## config.mk

```make
export PLATFORM = sky130hd
export DESIGN_NAME = edge_event_monitor
export DESIGN_NICKNAME = d
export VERILOG_FILES = /design/src/rtl/edge_event_monitor.sv
export SDC_FILE = /design/constraint.sdc
export NUM_CORES = 1
export LEC_CHECK = 0
export ABC_AREA = 1
export BUFFER_PORTS_ARGS = -buffer_cell sky130_fd_sc_hd__buf_2
export CORE_MARGIN = 2
export CORE_UTILIZATION = 57
export CTS_CLUSTER_SIZE = 24
export DETAILED_ROUTE_END_ITERATION = 6
export PLACE_DENSITY = 0.88
export SYNTH_ARGS = -nofsm -noshare
export SYNTH_HDL_FRONTEND = slang
export SYNTH_SLANG_ARGS = --single-unit
```

## constraint.sdc

```tcl
create_clock -name i_clk -period 2.65 [get_ports i_clk]
set_clock_uncertainty 0.15 [all_clocks]
set_input_delay 0.3975 -clock i_clk [delete_from_list [all_inputs] [get_ports i_clk]]
set_output_delay 0.3975 -clock i_clk [all_outputs]
set_load 0.02 [all_outputs]
```

## src/rtl/edge_event_monitor.sv

```systemverilog
// ---------------------------------------------------------------------------
// edge_event_monitor
//
// Multi-channel edge/event monitor. Each channel watches one synchronous
// signal and, depending on its 2-bit mode, reports rising, falling or both
// edges. For every channel the block keeps:
//   - a one-cycle registered event pulse (latency 1 from the sampled edge),
//   - a sticky "edge seen" flag,
//   - a saturating event counter with a sticky overflow flag,
//   - a no-activity watchdog with a sticky timeout flag.
// All flags are combined, under per-channel enables, into one interrupt.
//
// Parameters:
//   NUM_CH  - number of monitored channels (1..32)
//   CNT_W   - event counter width per channel (2..16)
//   TIMEOUT - idle cycles before the watchdog flag sets (1..65535)
//
// Ports:
//   i_clk          system clock, rising edge
//   i_rst          asynchronous active-high reset
//   i_sig          monitored signals, synchronous to i_clk
//   i_mode         per channel [2i+1:2i]: 00 off, 01 rise, 10 fall, 11 both
//   i_clr          per-channel clear pulse
//   i_irq_en       per-channel interrupt enable
//   o_edge_pulse   one-cycle qualifying-edge pulse
//   o_sticky       latched edge-seen flag
//   o_count        saturating counts, channel i at [CNT_W*i +: CNT_W]
//   o_ovf          sticky counter-saturation flag
//   o_timeout      sticky watchdog flag
//   o_irq          interrupt
// ---------------------------------------------------------------------------
module edge_event_monitor #(
    parameter int NUM_CH  = 4,
    parameter int CNT_W   = 8,
    parameter int TIMEOUT = 16
) (
    input  logic                      i_clk,
    input  logic                      i_rst,
    input  logic [NUM_CH-1:0]         i_sig,
    input  logic [2*NUM_CH-1:0]       i_mode,
    input  logic [NUM_CH-1:0]         i_clr,
    input  logic [NUM_CH-1:0]         i_irq_en,
    output logic [NUM_CH-1:0]         o_edge_pulse,
    output logic [NUM_CH-1:0]         o_sticky,
    output logic [CNT_W*NUM_CH-1:0]   o_count,
    output logic [NUM_CH-1:0]         o_ovf,
    output logic [NUM_CH-1:0]         o_timeout,
    output logic                      o_irq
);

    // Watchdog counter just wide enough to hold TIMEOUT itself.
    localparam int WD_W = (TIMEOUT < 2) ? 1 : $clog2(TIMEOUT + 1);
    localparam logic [WD_W-1:0]  WD_MAX  = WD_W'(TIMEOUT);
    localparam logic [CNT_W-1:0] CNT_MAX = {CNT_W{1'b1}};

    logic [NUM_CH-1:0] r_prev;
    logic              r_primed;

    // Previous-sample register and the priming bit. The priming bit keeps
    // the very first sample after reset from being compared against the
    // reset value of r_prev, which would otherwise fake an edge.
    always_ff @(posedge i_clk or posedge i_rst) begin
        if (i_rst) begin
            r_prev   <= '0;
            r_primed <= 1'b0;
        end else begin
            r_prev   <= i_sig;
            r_primed <= 1'b1;
        end
    end

    for (genvar g = 0; g < NUM_CH; g++) begin : g_ch
        logic [1:0]       w_mode;
        logic             w_rise;
        logic             w_fall;
        logic             w_qual;
        logic [WD_W-1:0]  w_wdNext;

        logic             r_edgePulse;
        logic             r_sticky;
        logic [CNT_W-1:0] r_count;
        logic             r_ovf;
        logic             r_timeout;
        logic [WD_W-1:0]  r_wd;

        assign w_mode   = i_mode[2*g+1:2*g];
        assign w_rise   = i_sig[g] & ~r_prev[g];
        assign w_fall   = ~i_sig[g] & r_prev[g];
        assign w_wdNext = r_wd + WD_W'(1);

        // Edge qualification uses the mode present at this same clock edge.
        always_comb begin
            w_qual = 1'b0;
            if (r_primed) begin
                unique case (w_mode)
                    2'b01:   w_qual = w_rise;
                    2'b10:   w_qual = w_fall;
                    2'b11:   w_qual = w_rise | w_fall;
                    default: w_qual = 1'b0;
                endcase
            end
        end

        // Per-channel state. The event pulse is emitted even when a clear
        // arrives at the same edge; clear wins for every other piece of
        // state. The watchdog parks at TIMEOUT once it gets there and is
        // frozen at zero while the channel is off, leaving the flag alone.
        always_ff @(posedge i_clk or posedge i_rst) begin
            if (i_rst) begin
                r_edgePulse <= 1'b0;
                r_sticky    <= 1'b0;
                r_count     <= '0;
                r_ovf       <= 1'b0;
                r_timeout   <= 1'b0;
                r_wd        <= '0;
            end else begin
                r_edgePulse <= w_qual;
                if (i_clr[g]) begin
                    r_sticky  <= 1'b0;
                    r_count   <= '0;
                    r_ovf     <= 1'b0;
                    r_timeout <= 1'b0;
                    r_wd      <= '0;
                end else begin
                    if (w_qual) begin
                        r_sticky <= 1'b1;
                        if (r_count == CNT_MAX) begin
                            r_ovf <= 1'b1;
                        end else begin
                            r_count <= r_count + CNT_W'(1);
                        end
                    end
                    if (w_mode == 2'b00) begin
                        r_wd <= '0;
                    end else if (w_qual) begin
                        r_wd <= '0;
                    end else if (r_wd != WD_MAX) begin
                        r_wd <= w_wdNext;
                        if (w_wdNext == WD_MAX) begin
                            r_timeout <= 1'b1;
                        end
                    end
                end
            end
        end

        assign o_edge_pulse[g]            = r_edgePulse;
        assign o_sticky[g]                = r_sticky;
        assign o_count[CNT_W*g +: CNT_W]  = r_count;
        assign o_ovf[g]                   = r_ovf;
        assign o_timeout[g]               = r_timeout;
    end

    // Interrupt is a pure function of registered flags and the enables, so
    // it carries no combinational path from the monitored signals.
    assign o_irq = |(i_irq_en & (o_sticky | o_timeout | o_ovf));

endmodule

```

# Yosys cells after proc, flatten, opt, wreduce, memory -nomap -nowiden
# Cells that the tools add are included.
# word_totals
wordCells	206
in_bits	22
reg_bits	73
# classes
bitwise	23
add_sub_neg	8
n_reduce_logical	37
mux	76
n_eq_ne	36
# ops
cell	n
$mux 8	12
$mux 5	16
$mux 1	44
$add 8x1->8 const B	4
$eq 8x8->1 const B	4
$reduce_bool 2->1	16
$ne 2x2->1 const B	12
$add 5x1->5 const B	4
$eq 5x5->1 const B	4
$ne 5x5->1 const B	4
$eq 2x2->1 const B	8
$reduce_and 2->1	8
$reduce_and 4->1	4
$reduce_bool 4->1	4
$pmux 1 s3	4
$and 1x1->1	8
$eq 2x1->1 const B	4
$logic_not 2->1	4
$not 1->1	8
$or 4x4->4	2
$and 4x4->4	1
$or 1x1->1	4
$reduce_or 4->1	1

# Logic depth before layout (Yosys ltp)
# logic_depth
ltp_word	8
mapped_depth	11
depth_no_buf	11

# Worst setup path after synthesis
# Ideal clock, no wire load.
# synth_path
path_type	flip-flop to flip-flop
start	register g_ch[2].r_count[0]
end	register g_ch[2].r_count[6]
setup_time_ns	0.117
path_stages_with_launch	9
path_slack_ns	1.017
period_less_slack_ns	1.633
t_required_ns	2.383
t_arrival_ns	1.366
path_cell_list	dfrtp_1 -> ha_1 -> nand2_1 -> nor2_1 -> nand2_1 -> nand3_2 -> nand2_2 -> nand2_1 -> nand2_1
# synth_between
elab_chain_cells	4
elab_cells_between_ends	7
classes_between	1 x add/sub; 2 x eq/ne; 3 x mux; 1 x reduce/logical
# synth_lines
item	line	source
start, declared	81	logic [CNT_W-1:0] r_count;
start signal, assigned	130	r_count <= r_count + CNT_W'(1);
$add 8x1->8	130	
$mux 8	127	if (r_count == CNT_MAX) begin
$mux 8	125	if (w_qual) begin
$mux 8	118	if (i_clr[g]) begin
# Parallel ways exist; a longest one is shown, timed or not. The select of a mux whose other input is x is not followed.
# A chain may end at the register's enable or synchronous reset.

# Worst setup path after layout
# layout_path
start	register g_ch[3].r_ovf
end	output o_irq
# layout_between
elab_chain_cells	3
# layout_lines
item	line	source
start, declared	82	logic r_ovf;
start signal, assigned	113	r_ovf <= 1'b0;
start signal, assigned	121	r_ovf <= 1'b0;
start signal, assigned	128	r_ovf <= 1'b1;
$or 4x4->4	156	assign o_irq = |(i_irq_en & (o_sticky | o_timeout | o_ovf));
$and 4x4->4	156	
$reduce_or 4->1	156	
end, declared	48	output logic o_irq
# No other way between the ends.

==> flow_metrics.py <==
metrics = {
    "logic_synthesis": {
        "synth_area_leaders": "sky130_fd_sc_hd__dfrtp_1, sky130_fd_sc_hd__nand2_1, sky130_fd_sc_hd__nand3_1",
        "synth_cell_type_count": 37,
        "synthesis.yosys.warnings": 0,
        "synth_most_common_cell": "sky130_fd_sc_hd__nand2_1",
        "netlist_area_um2": 4250,
        "synth_fp_nets": 585,
        "synth-seq-cells": 73,
        "biggest_area_consumer_among_synthesized_cells": "sky130_fd_sc_hd__dfrtp_1",
        "synth.avg_cell_area_um2": 7.82,
        "syn-instance-count": 543,
        "synth_top_cells_by_count": "sky130_fd_sc_hd__nand2_1, sky130_fd_sc_hd__dfrtp_1, sky130_fd_sc_hd__nand3_1",
        "seq_area_frac_synth": 0.430,
        "synth_enable_flop_cells": 0,
        "yosys_most_used_dff": "sky130_fd_sc_hd__dfrtp_1",
        "synthDominantCellAreaShare": 0.430,
        "synthArstFlopShare": 1.00,
    },
    "floorplanning": {
        "die_ht_um": 90.3,
        "boundaryPins": 71,
        "floorplan.rows": 31,
        "die_area_um2": 8160,
        "floorplan.initialDensity": 0.586,
        "die_w_um": 90.3,
        "core_area_um2": 7250,
    },
    "placement": {
        "buffer_ports.inserted": 70,
        "place.gp.congestion": 0.817,
        "dp_hpwl_um": 6540,
        "pre_cts_slack_ps": 785,
    },
    "grt": {
        "antenna_found_initial": 0,
        "grt.busiest_layer": "met2",
        "grt_first_pass_wirelength_um": 16000,
        "globalRouteTotalUtil": 0.239,
        "groute.layer.met1.usage": 0.316,
        "first_global_vias": 3547,
        "grt.met3_usage": 0.0359,
        "grt.overflow.total": 0,
        "maximum_number_of_pins_on_one_net_before_global_route_repair": 74,
        "grt_use_met2": 0.390,
    },
    "worst_hold_path": {
        "min_delay_worst_endpoint": "r_prev[2]",
        "timing.hold.worst.start": "i_sig[2]",
        "min-delay-path-class": "in -> reg",
        "worstHoldPathCells": 1,
    },
    "outcome": {
        "outcome": "complete, no violations",
    },
    "layout": {
        "diodes": 0,
        "fillerInstances": 627,
        "multiInputGateArea_um2": 1980,
        "fin_nets": 645,
        "sequential_cell_area_um2": 1830,
        "drive_gt1_frac": 0.201,
        "flow.area_growth_from_synthesis_pct": 13.8,
    },
    "detailed_routing": {
        "drt_first_pass_iters": 5,
        "totalWireLength_um": 8960,
        "routed_wire_length_per_instance_um": 12.7,
        "vias_per_cell": 5.18,
        "antenna_violating_nets_post_route": 0,
        "drt-initial-drc-count": 208,
        "detailroute.via_count": 3665,
        "drcViolationCount": 0,
    },
    "sta": {
        "final_setup_viols": 0,
        "maxSlewViolCount": 0,
        "maxClockFrequency_mhz": 480,
        "grt_setup_unrepaired": "false",
        "post-route-min-period_ps": 2080,
        "period_share": 0.786,
        "final_hold_viol_count": 0,
        "totalNegativeSetupSlack_ps": 0,
        "worst_slack_ps": 568,
    },
    "worst_setup_path": {
        "path_buf_inv": 1,
        "critical_path.max_stage_delay_ps": 420,
        "critical_path_peak_fanout": 3,
        "reg2reg_setup_slack_ps": 940,
        "crit-reg2reg-launch": "g_ch[2].r_count[0]",
        "timing.reg2reg.worst_path_depth": 8,
        "critical_path.startpoint_type": "register",
        "nature_of_the_critical_path_endpoint": "primary output",
        "crit_family": "compound AO/OA/AOI/OAI gates",
        "worstPathArrival_ps": 1530,
        "timing.critical_path.slowest_stage_cell": "sky130_fd_sc_hd__o31ai_1",
        "setup.worst_path.class": "reg -> out",
        "worst_ep_required_time_ps": 2100,
        "critical_path.cell_chain": "o31ai_1 > nand4_1 > buf_2",
        "timing.rr.end": "g_ch[2].r_count[4]",
    },
    "power_and_ir_drop": {
        "power.ir.vdd_worst_mv": 0.305,
        "power.leakage_nw": 2.67,
        "powerDensity_nw_per_um2": 526,
        "fin_total_pwr_mw": 2.54,
    },
    "clocking": {
        "max-clock-path-buffers": 2,
        "ctsHtreeMaxLevel": 3,
        "cts.clk_slew.worst_paths_ps": 80,
        "worstSkewPairLatency_ps": 340,
        "cts_buffers": 9,
        "clock-sinks": 73,
        "clock_tree.root_cell": "sky130_fd_sc_hd__clkbuf_8",
        "cts_repair_resized_insts": 0,
        "tritoncts": "done",
    },
    "flow_run": {
        "max-cap-violations": 0,
    },
}
cell families after synthesis:
kind of cell             after synthesis  share of synthesized area
flip-flops                            73                      0.430
XOR/XNOR                              15                     0.0309
AND/OR/NAND/NOR                      296                      0.319
other                                  1                   0.000883
adder cells (fa/ha/maj)               20                     0.0589
AO/OA/AOI/OAI                         41                     0.0563
buffers and inverters                 97                      0.104
power breakdown:
part / leakage (nW) / total [mW] / switching, mW / internal, mW
Sequential: 0.992 / 1.19 / 0.0402 / 1.15
Combinational: 1.56 / 0.296 / 0.201 / 0.0948
Clock: 0.126 / 1.05 / 0.407 / 0.646
Total: 2.67 / 2.54 / 0.648 / 1.89
through the flow:
stage	util	hold WS [ps]	std cells	instance area (µm²)
after floorplan	-	279	543	4250
after global placement	0.631	351	690	4580
after detailed placement	0.631	349	690	4580
after CTS	0.666	28.7	707	4830
after global routing	0.666	23.5	707	4830
final	0.666	38.8	707	4830
state kept, by name, summed over array words and instances (netlist names):
register	cells
g_ch.r_sticky	4
g_ch.r_count	32
g_ch.r_wd	20
g_ch.r_edgePulse	4
g_ch.r_ovf	4
g_ch.r_timeout	4
r_primed	1
r_prev	4
cell usage in the layout (no fill, tap or decap), drive strengths merged:
cell type and count:
nand2 133, dfrtp 73, inv 73, nand3 72
buf 71, nor2 62, ha 20, o21ai 19
nand4 17, xor2 13, a21oi 12, clkbuf 10
nor3 6, o31ai 4, or2 4, clkinv 4
o21bai 3, bufinv 3, xnor2 2, a31o 2
a31oi 1, nand3b 1, nor3b 1, dlygate4sd3 1
conb 1
repair_timing:
item                                   4_1_cts  5_1_grt
hold buffers                                 1        0
buffers inserted                             0        0
setup endpoints to repair                    0        0
endpoints found under the hold margin       31        0
metal layers:
layer / routed length (µm) / vias to the layer above
met4: 214 / 0
met5: 0 / -
met3: 323 / 15
met1: 4040 / 1703
met2: 4390 / 107
li1: - / 1840
cell type report:
type                            instances  share of cell area
Timing Repair Buffer                   72              0.0787
Clock buffer                           10              0.0285
Clock inverter                          6              0.0218
Inverter                               74              0.0575
Multi-Input combinational cell        373               0.410
Sequential cell                        73               0.378
Tap cell                               99              0.0256
worst max path at each step:
stage / slack (ps) / endpoint / startpoint / cells after the start
finish: 570 / o_irq / g_ch[3].r_ovf / 3
global route: 520 / o_irq / g_ch[1].r_timeout / 3
CTS: 530 / o_irq / g_ch[1].r_timeout / 3
detailed placement: 790 / g_ch[1].r_count[2] / i_sig[1] / 10
global placement: 880 / g_ch[1].r_count[2] / i_sig[1] / 11
floorplan: 250 / g_ch[0].r_count[0] / i_rst / 1
Power figures use the tool's default switching activity.
